`config.mk`:
```
export PLATFORM = sky130hd
export DESIGN_NAME = ring_buffer_ctrl
export DESIGN_NICKNAME = d
export VERILOG_FILES = /design/src/rtl/ring_buffer_ctrl.sv
export SDC_FILE = /design/constraint.sdc
export NUM_CORES = 1
export LEC_CHECK = 0
export CAP_MARGIN = 20
export CORE_ASPECT_RATIO = 1.1
export CORE_UTILIZATION = 54
export DETAILED_ROUTE_END_ITERATION = 16
export HOLD_SLACK_MARGIN = 0.05
export PLACE_DENSITY = 0.87
export SLEW_MARGIN = 20
export SYNTH_ARGS = -nofsm -noshare
export SYNTH_HDL_FRONTEND = slang
export SYNTH_SLANG_ARGS = --single-unit
export TNS_END_PERCENT = 100
```
`constraint.sdc`:
```
create_clock -name clk_in -period 8.2 [get_ports clk_in]
set_input_delay 0.82 -clock clk_in [delete_from_list [all_inputs] [get_ports clk_in]]
set_output_delay 0.82 -clock clk_in [all_outputs]
set_load 0.01 [all_outputs]
```
`src/rtl/ring_buffer_ctrl.sv`:
```
// Ring-buffer FIFO controller: write/read cursors over a BRAM with a
// 1-deep prefetched output stage that hides the BRAM's 1-cycle read latency.
// Optional build macro RING_BUFFER_CTRL_WATERMARK_EN adds AF_THRESH and a
// registered almost_full_out flag.
module ring_buffer_ctrl #(
   parameter int DEPTH     = 64,
`ifdef RING_BUFFER_CTRL_WATERMARK_EN
   parameter int AF_THRESH = DEPTH - 4,
`endif
   parameter int ADDR_W    = $clog2(DEPTH),
   parameter int CNT_W     = $clog2(DEPTH + 1)
) (
   input  logic              clk_in,
   input  logic              rst_in,
   input  logic              flush_in,
   input  logic              wr_valid_in,
   output logic              wr_ready_out,
   output logic              wr_en_out,
   output logic [ADDR_W-1:0] wr_addr_out,
   output logic              rd_en_out,
   output logic [ADDR_W-1:0] rd_addr_out,
   output logic              rd_valid_out,
   input  logic              rd_ready_in,
   output logic [CNT_W-1:0]  count_out
`ifdef RING_BUFFER_CTRL_WATERMARK_EN
   ,
   output logic              almost_full_out
`endif
);

   localparam logic [ADDR_W-1:0] LAST_ADDR = ADDR_W'(DEPTH - 1);
   localparam logic [CNT_W-1:0]  FULL_CNT  = CNT_W'(DEPTH);

   logic [ADDR_W-1:0] wr_ptr;
   logic [ADDR_W-1:0] rd_ptr;
   logic [CNT_W-1:0]  count;
   logic [CNT_W-1:0]  avail;
   logic              rd_valid;

   logic              push;
   logic              pop;
   logic              fetch;
   logic [CNT_W-1:0]  count_nxt;
   logic [CNT_W-1:0]  avail_nxt;
   logic              rd_valid_nxt;

   // Cursor step with wrap at DEPTH-1; DEPTH need not be a power of two.
   function automatic logic [ADDR_W-1:0] next_addr(input logic [ADDR_W-1:0] a);
      return (a == LAST_ADDR) ? '0 : a + ADDR_W'(1);
   endfunction

   // Handshakes; flush blocks both BRAM strobes. Full blocks writes even when
   // a pop happens in the same cycle (no write bypass).
   always_comb begin
      wr_ready_out = (count < FULL_CNT);
      push         = wr_valid_in & wr_ready_out & ~flush_in;
      pop          = rd_valid & rd_ready_in;
      fetch        = (avail != '0) & (~rd_valid | pop) & ~flush_in;
   end

   // Next occupancy, unfetched-word count and output-stage valid.
   always_comb begin
      count_nxt    = '0;
      avail_nxt    = '0;
      rd_valid_nxt = 1'b0;
      if (!flush_in) begin
         count_nxt    = count + CNT_W'(push) - CNT_W'(pop);
         avail_nxt    = avail + CNT_W'(push) - CNT_W'(fetch);
         rd_valid_nxt = fetch | (rd_valid & ~pop);
      end
   end

   // State registers; flush returns everything to the reset state.
   always_ff @(posedge clk_in or posedge rst_in) begin
      if (rst_in) begin
         wr_ptr   <= '0;
         rd_ptr   <= '0;
         count    <= '0;
         avail    <= '0;
         rd_valid <= 1'b0;
      end else begin
         count    <= count_nxt;
         avail    <= avail_nxt;
         rd_valid <= rd_valid_nxt;
         if (flush_in) begin
            wr_ptr <= '0;
            rd_ptr <= '0;
         end else begin
            if (push)  wr_ptr <= next_addr(wr_ptr);
            if (fetch) rd_ptr <= next_addr(rd_ptr);
         end
      end
   end

`ifdef RING_BUFFER_CTRL_WATERMARK_EN
   // Watermark tracks the occupancy that will be visible next cycle.
   always_ff @(posedge clk_in or posedge rst_in) begin
      if (rst_in)
         almost_full_out <= 1'b0;
      else if (flush_in)
         almost_full_out <= 1'b0;
      else
         almost_full_out <= (int'(count_nxt) >= AF_THRESH);
   end
`endif

   // Output mapping.
   always_comb begin
      wr_en_out    = push;
      wr_addr_out  = wr_ptr;
      rd_en_out    = fetch;
      rd_addr_out  = rd_ptr;
      rd_valid_out = rd_valid;
      count_out    = count;
   end

endmodule

```
---- Word-level counts from Yosys, hierarchy flattened ----
Cells that the tools add are included.
storage, ports and cells
  register bits after elaboration ......... 27
  input bits .............................. 5
  output and inout bits ................... 23
  logic and storage cells ................. 37
operators by class
  add/subtract/negate cells ............... 6
  magnitude comparators ................... 1
  equality and inequality tests ........... 2
  multiplexer cells ....................... 9
  bitwise operators ....................... 11
  reductions and logical operators ........ 3
operators with widths
  cell                                               count
  2-to-1 mux 6 bit                                   6
  adder 7 x 1 -> 7 bit                               2
  2-to-1 mux 7 bit                                   2
  subtractor 7 x 1 -> 7 bit                          2
  adder 6 x 1 -> 6 bit, second input constant        2
  equality test 6 bit, second input constant         2
  less-than comparator 7 bit, second input constant  1
  nonzero test 7 bit                                 1
  AND 1 bit                                          6
  nonzero test 2 bit                                 2
  NOT 1 bit                                          3
  bitwise OR 1 bit                                   2
  2-to-1 mux 1 bit                                   1

---- Logic depth before layout (Yosys ltp) ----
Gate-level depths: netlist of run 1.
  word-level depth ........................ 6
  mapped depth ............................ 14
  gate-level depth less buffers ........... 14

---- Worst setup path after synthesis of run 1 ----
No wires, ideal clock.
  kind .................................... input port to flip-flop
  start ................................... input port flush_in
  end ..................................... register avail[6]
  arrival time ............................ 3.155 ns
  data required time ...................... 8.131 ns
  setup slack ............................. 4.977 ns
  stages .................................. 13
  buffers on the path ..................... 3
  cell sequence ........................... clkbuf_1 > buf_2 > buf_1 > nor2_1 > ha_1 > inv_1 > ha_1 > inv_1 > fa_1 > nor2b_1 > o311a_1 > or3_1 > nand3_1
between the ends
  elaborated cells between the ends (all ways) .. 6
RTL lines
  item                       line  text
  start: declaration         15    input logic flush_in,
  NOT 1 bit                  58    fetch = (avail != '0) & (~rd_valid | pop) & ~flush_in;
  AND 1 bit                  58
  net rd_en_out              20    output logic rd_en_out,
  subtractor 7 x 1 -> 7 bit  68    avail_nxt = avail + CNT_W'(push) - CNT_W'(fetch);
  2-to-1 mux 7 bit           66    if (!flush_in) begin
  net avail_nxt[6]           44    logic [CNT_W-1:0] avail_nxt;
  end signal: assignment     83    avail <= avail_nxt;
  end: declaration           37    logic [CNT_W-1:0] avail;
The timed path passes the listed nets, and every way through them passes these cells.
A chain may end at the register's enable or synchronous reset.

---- Worst setup path in the final report of run 1 ----
  start ................................... input port flush_in
  end ..................................... output port wr_en_out
between the ends
  longest elaborated chain between the ends .. 2
RTL lines
  item              line  text
  NOT 1 bit         56    push = wr_valid_in & wr_ready_out & ~flush_in;
  AND 1 bit         56
  end: declaration  18    output logic wr_en_out,
No other way between the ends.

==> results.cfg, run 1 <==
[clock_tree]
cts.reportedPaths.clkPinSlew_ns = 0.15
cts_post_setup_buffers_inserted = 0
clock_tree.root_cell = sky130_fd_sc_hd__clkbuf_4
clockBufferDepth = 2
worstSkewPairLatency_ns = 0.34
cts_inserted_buffers = 3
cts_hold_bufs = 0
cts_tree = done
clkSinkCount = 27
ctsResizeCount = 0
cts.htree.levels = 1

[timing]
finalHoldViolations = 0
finalWorstPathRequiredPeriod_ns = 3.12
fin_crit_sh = 0.380
unrepaired_setup_endpoints_after_global_routing = no
worst_slew_margin_rel = 0.621
timing_worst_slew_pin_value_ns = 0.568
fin_tns_setup_ns = 0
report.final.slew_viol_count = 0
final-setup-viol-count = 0
final.setup_skew_ns = 0.00943
achievable-frequency_mhz = 321

[routing]
drt_pre_antenna_iters = 10
remaining_drc_errors = 6
wl_met3_um = 89
drt-initial-drc-count = 66
topRoutingLayerUsed = met4
detail_route.wirelength.met1_mm = 1.60
route.detailed.wl_per_inst_um = 13.3
finalWirelength_mm = 3.47
routed-via-count = 1479
routed_via_density = 5.67
postRouteAntennaNets = 0
met2WireLength_mm = 1.69

[place]
place_congestion = 0.814
port-buffer-count = 27
detailed_place_hpwl_mm = 2.57

[global_routing]
vias_in_the_first_global_route = 1433
antenna_found_initial = 0
grt_max_degree = 36
grt_util_all_layers = 0.215
global_route.overflow_total = 0
wire_length_of_the_first_global_routing_pass_mm = 6.02

[final_layout]
nets = 253
fraction_of_layout_instances_using_a_drive_strength_above_1 = 0.0485
synthToLayoutAreaGrowth_pct = 18.5
area_taken_by_multi_input_logic_gates_um2 = 1010
antenna_cells = 0
seqCellArea_um2 = 676
fill_cells = 268
mostFrequentLayoutCells = 27 x sky130_fd_sc_hd__dfrtp_1, 27 x sky130_fd_sc_hd__clkdlybuf4s50_1, 23 x sky130_fd_sc_hd__inv_1

[synth]
synth_fp_nets = 224
post_synth_num_cell_types = 42
count_of_flip_flops_with_a_built_in_enable_after_synthesis = 0
yosys_register_bits = 27
syn_avg_cell_area_um2 = 9.02
post_synth_instance_area_um2 = 1790
synth.top_cells.by_area = sky130_fd_sc_hd__dfrtp_1 38%, sky130_fd_sc_hd__ha_1 13%, sky130_fd_sc_hd__inv_1 5.0%, sky130_fd_sc_hd__nor2_1 4.2%, sky130_fd_sc_hd__nand2_1 3.6%
synth_flop_cell = sky130_fd_sc_hd__dfrtp_1
synth_seq_area_share = 0.377
ys_warn_count = 0
netlist_instances = 199
synth-async-reset-ratio = 1.00
synth_largest_type_area_fraction = 0.377
synthDominantAreaCellType = sky130_fd_sc_hd__dfrtp_1

[die]
floorplan.die_area_um2 = 3560
core_area_um2 = 3100
pin_count = 28
initial_utilization = 0.579
dieHeight_um = 62.5
die_w_um = 57.0
fp-row-count = 21

[run_status]
run_status = finished with violations
violated_checks = design-rule violations

[critical_path]
critPathLaunchType = input port
worst_ep_required_time_ns = 7.38
crit_arrival_ns = 2.30
endpoint_kind = output port
critical_path_peak_fanout = 35
path_class = in -> out

[pwr]
ir_worst_vdd_uv = 186
powerDensity_nw_per_um2 = 319
total_leakage_power_nw = 0.946
design_power_total_mw = 0.679

[worst_hold_path]
hold_path.class = reg -> reg

[run]
max-cap-violations = 0
[per-layer routing]
metal / track usage / vias up
met3: 0.0207 / 9
met1: 0.260 / 693
met4: 0.110 / 0
li1: - / 751
met5: 0 / -
met2: 0.375 / 26
[report_power, final]
part           internal [mW]  switching (mW)  total (mW)
Combinational          0.196           0.216       0.413
Clock                 0.0184          0.0420      0.0604
Sequential             0.170          0.0356       0.206
Total                  0.385           0.294       0.679
[worst paths after layout]
check	from	depth (start not counted)	slack, ns	endpoint
max	flush_in	4	5.08	wr_en_out
min	wr_addr_out[5]$_DFFE_PP0P_	2	0.59	wr_addr_out[5]$_DFFE_PP0P_
max reg2reg	avail[2]$_DFF_PP0_	14	5.38	avail[6]$_DFF_PP0_
min reg2reg	wr_addr_out[5]$_DFFE_PP0P_	2	0.59	wr_addr_out[5]$_DFFE_PP0P_
max in group asynchronous	rst_in	2	6.97	count_out[6]$_DFF_PP0_
min in group asynchronous	rst_in	2	0.84	rd_addr_out[3]$_DFFE_PP0P_
[final cells by class]
class	count	share of cell area
Timing Repair Buffer	28	0.131
Sequential cell	27	0.318
Clock buffer	3	0.0106
Multi-Input combinational cell	144	0.476
Inverter	24	0.0424
Tap cell	34	0.0200
Clock inverter	1	0.00235
[cell families after synthesis]
family,share of synthesized area
flip-flops,0.377
multiplexers,0.00558
XOR/XNOR,0.0391
AO/OA/AOI/OAI,0.142
buffers and inverters,0.0593
adder cells (fa/ha/maj),0.148
AND/OR/NAND/NOR,0.229
[flip-flops by register name, indices dropped and copies added, names as in the netlist]
register and count:
count_out 7, avail 7, wr_addr_out 6, rd_valid_out 1, rd_addr_out 6
[critical path: stages]
cell and delay, ns:
sky130_fd_sc_hd__clkdlybuf4s50_1 0.39, sky130_fd_sc_hd__buf_4 0.24, sky130_fd_sc_hd__nor2_1 0.25, sky130_fd_sc_hd__clkdlybuf4s50_1 0.58
[cells in the mapped netlist, types with 2 or more instances]
cell	count
sky130_fd_sc_hd__nor2b_1	6
sky130_fd_sc_hd__ha_1	18
sky130_fd_sc_hd__and2_1	2
sky130_fd_sc_hd__nand4_1	4
sky130_fd_sc_hd__o211ai_1	4
sky130_fd_sc_hd__nor3b_1	2
sky130_fd_sc_hd__inv_1	24
sky130_fd_sc_hd__dfrtp_1	27
sky130_fd_sc_hd__nand2_1	17
sky130_fd_sc_hd__nor3_1	3
sky130_fd_sc_hd__buf_1	2
sky130_fd_sc_hd__or4_1	2
sky130_fd_sc_hd__a21oi_1	11
sky130_fd_sc_hd__or3_1	2
sky130_fd_sc_hd__o21ai_0	5
sky130_fd_sc_hd__nand2b_1	5
sky130_fd_sc_hd__xnor2_1	3
sky130_fd_sc_hd__fa_1	2
sky130_fd_sc_hd__nor2_1	20
sky130_fd_sc_hd__nand3_1	7
sky130_fd_sc_hd__a211oi_1	5
sky130_fd_sc_hd__a31oi_1	4
sky130_fd_sc_hd__xor2_1	5
[through the flow]
step | area, um^2 | utilization | instances | worst slack (ns) | hold slack [ns]
detailed placement | 2100 | 0.677 | 257 | 4.77 | 0.571
global route | 2130 | 0.686 | 261 | 4.95 | 0.615
floorplan | 1790 | - | 199 | 4.98 | 0.574
finish | 2130 | 0.686 | 261 | 5.08 | 0.587
CTS | 2130 | 0.686 | 261 | 5.06 | 0.590
global placement | 2100 | 0.677 | 257 | 4.82 | 0.549
(Power assumes the default switching activity.)
==> inputs of run 2 (changes only) <==
--- a/config.mk
+++ b/config.mk
@@ -7,10 +7,10 @@
 export LEC_CHECK = 0
 export CAP_MARGIN = 20
 export CORE_ASPECT_RATIO = 1.1
-export CORE_UTILIZATION = 54
+export CORE_UTILIZATION = 48
 export DETAILED_ROUTE_END_ITERATION = 16
 export HOLD_SLACK_MARGIN = 0.05
-export PLACE_DENSITY = 0.87
+export PLACE_DENSITY = 0.82
 export SLEW_MARGIN = 20
 export SYNTH_ARGS = -nofsm -noshare
 export SYNTH_HDL_FRONTEND = slang
==> constraint.sdc (replaced) <==
create_clock -name clk_in -period 2.8 [get_ports clk_in]
set_input_delay 0.28 -clock clk_in [delete_from_list [all_inputs] [get_ports clk_in]]
set_output_delay 0.28 -clock clk_in [all_outputs]
set_load 0.01 [all_outputs]
==> run 2 against run 1 <==
Compared with the run above: the flow now finishes without violations; clock-buffer cell count did not move; clock skew fell by 0.00094 ns; via count grew 3.4%; cell count up 10%; critical endpoint is now avail[6]$_DFF_PP0_; critical path type is now reg -> reg; first-iteration DRC count decreased by 36%; clock power grew to 2.9 times the previous value; combinational power rose to 3.4 times the previous value.
==> results.cfg, run 2 (synthesized netlist as in run 1, its figures left out) <==
[global_routing]
vias_in_the_first_global_route = 1425
antenna_found_initial = 0
grt_util_all_layers = 0.204
grt_max_degree = 28
global_route.overflow_total = 0
wire_length_of_the_first_global_routing_pass_mm = 6.24

[die]
fp-row-count = 22
core_area_um2 = 3440
floorplan.die_area_um2 = 3990
die_w_um = 60.3
dieHeight_um = 66.1
pin_count = 28
initial_utilization = 0.521

[clock_tree]
cts.reportedPaths.clkPinSlew_ns = 0.16
clock_tree.root_cell = sky130_fd_sc_hd__clkbuf_4
cts_inserted_buffers = 3
cts_hold_bufs = 0
worstSkewPairLatency_ns = 0.33
clkSinkCount = 27
clockBufferDepth = 2
cts_tree = done
cts.htree.levels = 1

[timing]
fin_crit_sh = 0.956
timing_worst_slew_pin_value_ns = 0.418
report.final.slew_viol_count = 0
achievable-frequency_mhz = 373
finalHoldViolations = 0
final.setup_skew_ns = 0.00849
finalWorstPathRequiredPeriod_ns = 2.68
final-setup-viol-count = 0
worst_slew_margin_rel = 0.720

[critical_path]
critical_path_peak_fanout = 3
crit_arrival_ns = 2.95
path_class = reg -> reg
endpoint_kind = flop
critPathLaunchType = flop
worst_ep_required_time_ns = 3.07

[place]
place_congestion = 0.813
dpl.cell_count = 275
port-buffer-count = 27
detailed_place_hpwl_mm = 2.75

[final_layout]
mostFrequentLayoutCells = 27 x sky130_fd_sc_hd__dfrtp_1, 27 x sky130_fd_sc_hd__clkdlybuf4s50_1, 19 x sky130_fd_sc_hd__nor2_1
nets = 266
synthToLayoutAreaGrowth_pct = 27.4
layout.cells.non_filler = 288
fill_cells = 278
fraction_of_layout_instances_using_a_drive_strength_above_1 = 0.146
antenna_cells = 0

[routing]
routed_via_density = 5.31
drt-initial-drc-count = 42
remaining_drc_errors = 0
route.detailed.wl_per_inst_um = 13.1
postRouteAntennaNets = 0
routed-via-count = 1530
drt_pre_antenna_iters = 4
finalWirelength_mm = 3.78

[pwr]
powerDensity_nw_per_um2 = 962
p_seq_frac = 0.277
switching_share = 0.422
clock_power_share = 0.080
combinationalPowerShare = 0.644
power_report.internal_total_mw = 1.27
power_switching_mw = 0.929
design_power_total_mw = 2.20
total_leakage_power_nw = 1.01
ir_worst_vdd_uv = 641

[worst_hold_path]
hold_path.class = in -> async

[run_status]
run_status = finished, final reports clean

[run]
max-cap-violations = 0
-- run 2: changes by cell type in the layout (fill, tap and decap cells not counted) --
cell and change:
sky130_fd_sc_hd__buf_4 +13, sky130_fd_sc_hd__inv_2 +5, sky130_fd_sc_hd__ha_4 +3, sky130_fd_sc_hd__inv_1 -5, sky130_fd_sc_hd__nor2_2 +1, sky130_fd_sc_hd__ha_1 -3, sky130_fd_sc_hd__nor2_1 -1, sky130_fd_sc_hd__fa_2 +1
sky130_fd_sc_hd__nor2b_2 +1, sky130_fd_sc_hd__fa_1 -1, sky130_fd_sc_hd__nor2b_1 -1
-- run 2: final timing paths --
path / from / to / slack (ns) / cells after the start
worst max-delay path: avail[2]$_DFF_PP0_ / avail[6]$_DFF_PP0_ / 0.12 / 14
worst min-delay path: rst_in / rd_addr_out[0]$_DFFE_PP0P_ / 0.29 / 3
worst max register to register: avail[2]$_DFF_PP0_ / avail[6]$_DFF_PP0_ / 0.12 / 14
worst min register to register: wr_addr_out[3]$_DFFE_PP0P_ / wr_addr_out[3]$_DFFE_PP0P_ / 0.58 / 1
max in group asynchronous: rst_in / avail[6]$_DFF_PP0_ / 2.24 / 3
min in group clk_in: wr_addr_out[3]$_DFFE_PP0P_ / wr_addr_out[3]$_DFFE_PP0P_ / 0.58 / 1
-- run 2: worst max-delay path, stage by stage, from the launching register on --
cell and delay [ns]:
sky130_fd_sc_hd__dfrtp_1 0.43, sky130_fd_sc_hd__inv_2 0.09, sky130_fd_sc_hd__ha_4 0.14, sky130_fd_sc_hd__nand4bb_4 0.13, sky130_fd_sc_hd__o21ai_4 0.18, sky130_fd_sc_hd__nor2_2 0.06
sky130_fd_sc_hd__ha_1 0.29, sky130_fd_sc_hd__inv_2 0.05, sky130_fd_sc_hd__ha_4 0.15, sky130_fd_sc_hd__inv_2 0.05, sky130_fd_sc_hd__fa_2 0.21, sky130_fd_sc_hd__nor2b_2 0.06
sky130_fd_sc_hd__o311a_1 0.38, sky130_fd_sc_hd__or3_1 0.32, sky130_fd_sc_hd__nand3_1 0.09
-- run 2: what timing repair did --
action,in CTS,in global routing
pin swaps,0,5
gates resized for setup,1,14
setup buffers,0,9
endpoints found under the setup margin,1,2
-- run 2: area by class of cell --
| cell class | count | area [um^2] | area share |
|---|---|---|---|
| Multi-Input combinational cell | 144 | 1060 | 0.463 |
| Clock buffer | 3 | 22.5 | 0.00985 |
| Sequential cell | 27 | 676 | 0.296 |
| Clock inverter | 1 | 5.00 | 0.00219 |
| Tap cell | 48 | 60.1 | 0.0263 |
| Timing Repair Buffer | 41 | 375 | 0.164 |
| Inverter | 24 | 90.1 | 0.0394 |
-- run 2: power by group through the flow --
stage          Clock (mW)  Sequential (mW)  Combinational (mW)
2_1_floorplan           0            0.620               0.855
3_3_place_gp            0            0.614                1.18
3_5_place_dp            0            0.613                1.24
4_1_cts             0.173            0.606                1.25
5_1_grt             0.197            0.628                1.59
6_report            0.175            0.609                1.42
-- run 2: routing by layer --
layer	GRT usage	routed length (um)	up-vias
met5	0	0	-
met4	0.0756	65	0
met3	0.0294	125	8
met2	0.343	1860	37
met1	0.260	1720	711
li1	-	-	774
-- run 2: stage by stage --
stage | worst slack (ns) | cell area, um^2 | hold WS, ns | setup TNS (ns) | util
final | 0.122 | 2290 | 0.291 | 0 | 0.664
after global routing | -0.0163 | 2290 | 0.309 | -0.0163 | 0.664
after CTS | 0.00652 | 2180 | 0.313 | 0 | 0.632
after detailed placement | -0.103 | 2150 | 0.569 | -0.103 | 0.624
after global placement | 0.0565 | 2150 | 0.555 | 0 | 0.624
after floorplan | 0.117 | 1790 | 0.333 | 0 | -
